===== src/rtl/smmha_engine.sv =====
// smmha datapath engine: applies "word OP operand" to len words through a 2-stage stallable pipeline.
// Optional macro SMMHA_SATURATE_EN: signed saturating ADD/SUB/MUL instead of modulo-2^DATA_W wrap.
module smmha_engine #(
  parameter int DATA_W = 32,
  parameter int CNT_W  = 16
) (
  input  logic              clk_i,
  input  logic              rst_i,
  input  logic              clear_i,
  input  logic              start_i,
  input  logic [CNT_W-1:0]  len_i,
  input  logic [DATA_W-1:0] operand_i,
  input  logic [1:0]        operation_i,
  input  logic              a_valid_i,
  output logic              a_ready_o,
  input  logic [DATA_W-1:0] a_data_i,
  output logic              d_valid_o,
  input  logic              d_ready_i,
  output logic [DATA_W-1:0] d_data_o,
  output logic [CNT_W-1:0]  cnt_o,
  output logic              busy_o,
  output logic              done_o
);
  typedef enum logic {IDLE, RUN} state_e;

  state_e            state_q;
  logic [CNT_W-1:0]  len_q, in_cnt_q, cnt_q;
  logic [DATA_W-1:0] operand_q, s1_data_q, s2_data_q, alu_d;
  logic [1:0]        op_q;
  logic              s1_valid_q, s2_valid_q, done_q;
  logic              run, adv, a_hs, d_hs, last_beat;

  assign run       = (state_q == RUN);
  assign adv       = !s2_valid_q || d_ready_i;
  assign a_ready_o = run && (in_cnt_q < len_q) && adv;
  assign a_hs      = a_valid_i && a_ready_o;
  assign d_hs      = s2_valid_q && d_ready_i;
  assign last_beat = d_hs && ((cnt_q + CNT_W'(1)) == len_q);

  assign d_valid_o = s2_valid_q;
  assign d_data_o  = s2_data_q;
  assign cnt_o     = cnt_q;
  assign busy_o    = run;
  assign done_o    = done_q;

`ifdef SMMHA_SATURATE_EN
  localparam logic [DATA_W-1:0] SMAX = {1'b0, {(DATA_W-1){1'b1}}};
  localparam logic [DATA_W-1:0] SMIN = {1'b1, {(DATA_W-1){1'b0}}};
  logic [DATA_W:0]     ext_sum;
  logic [2*DATA_W-1:0] prod;

  // One guard bit on add/sub; product is in range only if its top DATA_W+1 bits agree.
  always_comb begin
    ext_sum = '0;
    prod    = '0;
    alu_d   = s1_data_q;
    case (op_q)
      2'd0: begin
        ext_sum = {s1_data_q[DATA_W-1], s1_data_q} + {operand_q[DATA_W-1], operand_q};
        alu_d   = ext_sum[DATA_W-1:0];
        if (ext_sum[DATA_W] != ext_sum[DATA_W-1]) alu_d = ext_sum[DATA_W] ? SMIN : SMAX;
      end
      2'd1: begin
        ext_sum = {s1_data_q[DATA_W-1], s1_data_q} - {operand_q[DATA_W-1], operand_q};
        alu_d   = ext_sum[DATA_W-1:0];
        if (ext_sum[DATA_W] != ext_sum[DATA_W-1]) alu_d = ext_sum[DATA_W] ? SMIN : SMAX;
      end
      2'd2: begin
        prod  = {{DATA_W{s1_data_q[DATA_W-1]}}, s1_data_q} *
                {{DATA_W{operand_q[DATA_W-1]}}, operand_q};
        alu_d = prod[DATA_W-1:0];
        if (prod[2*DATA_W-1:DATA_W-1] != {(DATA_W+1){prod[2*DATA_W-1]}})
          alu_d = prod[2*DATA_W-1] ? SMIN : SMAX;
      end
      default: alu_d = s1_data_q;
    endcase
  end
`else
  always_comb begin
    alu_d = s1_data_q;
    case (op_q)
      2'd0:    alu_d = s1_data_q + operand_q;
      2'd1:    alu_d = s1_data_q - operand_q;
      2'd2:    alu_d = s1_data_q * operand_q;
      default: alu_d = s1_data_q;
    endcase
  end
`endif

  always_ff @(posedge clk_i) begin
    if (rst_i || clear_i) begin
      state_q    <= IDLE;
      len_q      <= '0;
      operand_q  <= '0;
      op_q       <= '0;
      in_cnt_q   <= '0;
      cnt_q      <= '0;
      s1_valid_q <= 1'b0;
      s1_data_q  <= '0;
      s2_valid_q <= 1'b0;
      s2_data_q  <= '0;
      done_q     <= 1'b0;
    end else begin
      done_q <= 1'b0;
      if (adv) begin
        s1_valid_q <= a_hs;
        s2_valid_q <= s1_valid_q;
        if (a_hs)       s1_data_q <= a_data_i;
        if (s1_valid_q) s2_data_q <= alu_d;
      end
      if (a_hs) in_cnt_q <= in_cnt_q + CNT_W'(1);
      if (d_hs && (cnt_q < len_q)) cnt_q <= cnt_q + CNT_W'(1);
      case (state_q)
        IDLE: if (start_i) begin
          state_q   <= RUN;
          len_q     <= len_i;
          operand_q <= operand_i;
          op_q      <= operation_i;
          in_cnt_q  <= '0;
          cnt_q     <= '0;
        end
        // len=0 finishes on the first RUN cycle as if its last beat had just completed.
        RUN: if ((len_q == '0) || last_beat) begin
          state_q <= IDLE;
          done_q  <= 1'b1;
        end
      endcase
    end
  end
endmodule


===== config.mk =====
export PLATFORM = sky130hd
export DESIGN_NAME = smmha_engine
export DESIGN_NICKNAME = d
export VERILOG_FILES = /design/src/rtl/smmha_engine.sv
export SDC_FILE = /design/constraint.sdc
export NUM_CORES = 2
export LEC_CHECK = 0
export BUFFER_PORTS_ARGS = -buffer_cell sky130_fd_sc_hd__clkbuf_2
export CAP_MARGIN = 10
export CORE_UTILIZATION = 55
export CTS_CLUSTER_SIZE = 25
export DETAILED_ROUTE_END_ITERATION = 8
export PLACE_DENSITY = 0.73
export SYNTH_ARGS = -nofsm -noshare
export SYNTH_HDL_FRONTEND = slang
export SYNTH_SLANG_ARGS = --single-unit
export TNS_END_PERCENT = 20

===== constraint.sdc =====
create_clock -name clk_i -period 9.4 [get_ports clk_i]
set_input_delay 0.94 -clock clk_i [delete_from_list [all_inputs] [get_ports clk_i]]
set_output_delay 0.94 -clock clk_i [all_outputs]
set_load 0.005 [all_outputs]

Yosys cells after proc, flatten, opt, wreduce, memory -nomap -nowiden --
Index checks and enable logic that the tools add are counted.
Word-level totals: memories 0, output and inout port bits 52, latch bits 0, input port bits 88, memory bits (read-only) 0, bits in writable memories 0, register bits 150, logic and storage cells 49
Operators by class: bitwise gates (word level) 1, reductions and logical operators 16, $mul 1, $lt $le $gt $ge 2, divide/modulo/power cells 0, equality and inequality tests 3, shift operators 0, add/sub/neg operators 4, multiplexer cells 11
Operators with widths (count):
- $mux W16 | 6
- $pmux W32 S3 | 1
- $add A16 B1 Y16 const B | 2
- $add A32 B32 Y32 | 1
- $lt A16 B16 Y1 | 2
- $mul A32 B32 Y32 | 1
- $sub A32 B32 Y32 | 1
- $eq A16 B16 Y1 | 1
- $logic_not A16 Y1 | 1
- $logic_and A1 B1 Y1 | 6
- $reduce_and A2 Y1 | 3
- $logic_or A1 B1 Y1 | 3
- $mux W1 | 3
- $eq A2 B1 Y1 const B | 1
- $eq A2 B2 Y1 const B | 1
- $logic_not A2 Y1 | 1
- $pmux W1 S2 | 1
- $reduce_or A2 Y1 | 1
- $logic_not A1 Y1 | 1
- $not A1 Y1 | 1

Logic depth before layout (Yosys ltp) --
depth after elaboration 7, depth in mapped cells 28, mapped depth without buffers 27

Worst setup path after synthesis --
No wires, ideal clock.
path type reg-to-reg, from register operand_q[6], to register s2_data_q[30], in the netlist d_data_o[30], arrival 6.761 ns, library setup time 0.078 ns, clock period less this slack 6.839 ns, cell stages (with the launch flop) 25, setup slack 2.561 ns, data required time 9.322 ns, path buffers 2, cell sequence dfxtp_1 clkbuf_1 clkbuf_1 and2_1 fa_1 fa_1 fa_1 inv_1 fa_1 inv_1 fa_1 inv_1 fa_1 inv_1 fa_1 fa_1 ha_1 a21o_1 a21oi_1 o21ai_0 a31oi_1 o41ai_1 a41o_1 a2111o_1 a32oi_1
Between the ends: word-level cells in the longest chain between the ends 2, elaborated cells between the ends (all ways) 4, classes of those cells add/sub: 2; mul: 1; mux: 1
RTL lines:
- start: declaration | RTL line 28 | logic [DATA_W-1:0] operand_q, s1_data_q, s2_data_q, alu_d;
- start signal: assignment | RTL line 117 | operand_q <= operand_i;
- $mul A32 B32 Y32 (tied with other cells) | RTL line 84 | 2'd2: alu_d = s1_data_q * operand_q;
- $pmux W32 S3 (*) | RTL line 81 | case (op_q)
- end signal: assignment | RTL line 109 | if (s1_valid_q) s2_data_q <= alu_d;
- end: declaration | RTL line 28
Every way passes the cells marked *; elsewhere a longest branch is shown, timed or not. A chain may end at the register's enable or synchronous reset.

Worst setup path in the final report --
from register operand_q[7], to register s2_data_q[31], in the netlist d_data_o[31]
Same word-level chain as after synthesis.

==> parameters.txt <==
Parameter                              Value

Min path
  Worst hold-check path type ... reg2reg
  Hold Crit Start ... d_data_o[21]$_SDFFE_PP0P_

STA
  Final count of negative-setup-slack endpoints ... 0
  Share of the clock period used by the worst path after layout ... around 80%
  Headroom to the max-slew limit ... 24.67%
  Clock tree skew after final layout ... 11.23 ps
  FMAX ... 130.5 MHz
  Final worst-path setup slack ... between 1500 and 2000 ps
  Pins Over Slew Limit ... 0
  Time the final worst path needs with I/O delays and setup ... about 7700 ps
  Transition time of the tightest slew-check pin ... 1128 ps
  RSZ-0062 raised after global routing ... false
  Endpoints failing hold ... 0
  Post-Route Setup TNS ... 0 ps

Routing
  Vias/cell ... 5.797
  DRC violations left ... 0
  Post-route antenna net violation count ... 0
  Detail Route met3 WL ... ~6.3 mm
  Met2 Wirelength ... approximately 36 mm
  DR vias ... 20,637
  Highest metal used ... met4
  Number of detailed-routing iterations run before antenna repair ... 6
  Drt first-iter violations ... around 1,900
  Wire length on met1 ... approximately 30 mm
  WL/cell ... about 21 um
  Total Routed Length ... about 75 mm

Yosys
  Ys flop type ... dfxtp_1
  Cell taking the most area after synthesis ... fa_1
  Library cells used by synthesis ... 68
  Cells after Synth ... 2,920
  Leading post-synthesis cells by cell area ... fa_1, dfxtp_1, ha_1, and2_1, inv_1
  Number of warnings printed during yosys synthesis ... 0
  Net Count, Synth ... 3,606
  Avg Synthesized Cell Area ... around 8.6 um2
  Combined area of all synthesized cells ... 24,970 um2
  Sequential cell area fraction in the yosys report ... 12.03%
  Area share of the leading cell type in the synthesized netlist ... roughly 33%
  Number of synthesized flops with an enable pin ... 0
  Flip-flop and latch count after synthesis ... 150
  Share of flip-flops with an asynchronous set or reset after synthesis ... 0%

Die
  Cell row count ... between 70 and 80
  Core footprint ... about 45,000 um2
  Initial core utilization ... a little under three fifths
  Chip Height ... 215.1 um
  Overall die width ... roughly 220 um
  Number of ports placed on the die boundary ... 140
  Die outline area ... approximately 46,000 um2

Worst setup path
  Required @ worst endpoint ... between 9000 and 10,000 ps
  Startpoint type of the worst setup path ... register
  Endpoint arrival time on the critical path ... between 8000 and 9000 ps
  Capturing element type of the critical path ... register
  Maximum fanout along the worst path ... 28
  Kind of critical path ... reg2reg
  Reg-to-reg startpoint ... operand_q[7]$_SDFFE_PP0P_
  Critical path launch point ... operand_q[7]$_SDFFE_PP0P_

Pwr
  PwrDens ... ~65 nW/um2
  Maximum vdd drop ... 0.1071 mV
  Leakage power figure ... 12.64 nW

CTS
  Cell chosen for the clock root ... clkbuf_16
  CTS sink cnt ... 150
  Clk pin slew, worst setup/hold paths ... roughly 80 ps
  Htree depth ... 4
  Number of hold buffers added after cts ... 0
  Count of cells resized by post-cts repair ... 0
  Worst-Skew Late Latency ... 490 ps
  Number of buffers added for setup after CTS ... 0
  Number of buffers created by CTS ... 17
  Clock tree from TritonCTS ... yes
  Number of buffers on the longest clock path ... 2

Global routing
  Number of antenna violations at the first check in global routing ... 1
  Sum of overflow across all layers after global routing ... 0
  Wire length of the first global-routing pass ... ~120 mm
  Via count of the first global-routing pass ... 21,881
  Largest net degree at the start of global routing ... 81
  GRT Util Overall ... 33.94%

Placed design
  Worst slack at placement ... 1900 ps
  Routability congestion estimate ... 0.9878
  Detailed placer's ending HPWL ... roughly 58 mm
  Port-buffer cells ... around 140
  Post-Place Cell Area ... 26,140 um2

Final layout
  Share of cells above drive strength 1 ... around 8.2%
  Final instance area ... 26,740 um2
  Area growth from synthesis to layout ... 7.091%
  Final net count ... between 3,000 and 4,000

Run
  Reported max-cap violation count ... 0

Outcome
  Result of the run ... complete, no violations
## cell usage in the layout, fill, tap and decap left out, types with 47 or more instances in the layout
cell type	Yosys	layout
inv_1	421	421
fa_1	409	409
nand2_1	385	385
nor2_1	100	97
dfxtp_1	150	146
o21ai_0	132	132
and2_1	308	308
buf_4	0	47
ha_1	189	189
xnor2_1	114	114
clkbuf_2	0	139
xor2_1	57	57
nand3_1	52	52
a21oi_1	94	94
## critical path: stages (launching register included)
cell	delay, ps
dfxtp_1	1060
and2_1	260
fa_1	460
fa_1	500
fa_1	530
inv_1	50
fa_1	470
inv_1	50
fa_1	500
fa_1	600
fa_1	440
fa_1	460
ha_1	380
a21oi_1	220
a21oi_1	90
nor2_1	140
o21ai_0	100
nor2_1	400
o2111ai_1	180
and3b_1	200
o31ai_1	210
nand2_1	90
a31oi_1	180
## state kept, by name, summed over array words and instances (netlist names), 2 cells and up
signal,flops
len_q,16
op_q,2
d_data_o,32
cnt_o,16
in_cnt_q,16
operand_q,32
s1_data_q,32
## final cells by class
type | instances | area (um2)
Multi-Input combinational cell | 2178 | 19760
Fill cell | 3915 | 17770
Timing Repair Buffer | 186 | 1049
Tap cell | 592 | 740.7
Antenna cell | 1 | 2.502
Clock buffer | 17 | 425.4
Clock inverter | 15 | 171.4
Inverter | 421 | 1580
Sequential cell | 150 | 3008
## cells by family (layout without fill, tap and decap cells)
group / Yosys count / count (layout) / share of synthesized area, %
xor+xnor: 172 / 172 / 6.089
simple gates: 983 / 983 / 19.64
compound gates: 406 / 406 / 10.27
other cells: 0 / 1 / 0
flops: 150 / 150 / 12.03
mux: 19 / 19 / 0.7667
fa+ha+maj: 598 / 598 / 42.27
buf+inv: 592 / 639 / 8.935
## metal layers
layer  track usage, %  up-vias
li1                 -     9264
met1            43.23    10263
met2            56.08      892
met3            6.681      218
met4            14.87        0
met5                0        -
## final timing paths
check                              end  slack [ps]  cells after the start
max          d_data_o[31]$_SDFFE_PP0P_        1740                     22
min          d_data_o[21]$_SDFFE_PP0P_         460                      2
max reg2reg  d_data_o[31]$_SDFFE_PP0P_        1740                     22
min reg2reg  d_data_o[21]$_SDFFE_PP0P_         460                      2
## power breakdown
group	total (mW)	switching, mW	internal [mW]	leakage, nW
logic	0.344	0.213	0.131	11.1
clock network	0.725	0.350	0.375	0.290
registers	0.675	0.0308	0.644	1.21
total	1.74	0.594	1.15	12.6
## metrics by stage
step	instances	power [mW]	hold slack [ps]	util, %
3_3_place_gp	3527	1.021	443.9	58.73
4_1_cts	3559	1.746	458.4	60.07
6_report	3560	1.744	457.4	60.07
2_1_floorplan	2920	0.9095	452.7	-
3_5_place_dp	3527	1.025	449.3	58.73
5_1_grt	3559	1.807	481.2	60.07
## cell usage after synthesis, types with 7 or more instances
cell,instances
a211oi_1,12
a21o_1,18
a21oi_1,94
a22o_1,30
a31oi_1,14
and2_1,308
and3_1,16
buf_1,7
buf_2,7
clkbuf_1,157
dfxtp_1,150
fa_1,409
ha_1,189
inv_1,421
mux2i_1,18
nand2_1,385
nand2b_1,16
nand3_1,52
nor2_1,100
nor2b_1,14
nor3_1,25
nor4_1,14
o211ai_1,28
o21a_1,16
o21ai_0,132
o21bai_1,8
o31ai_1,9
or3_1,20
xnor2_1,114
xor2_1,57
Power figures use the tool's default switching activity.
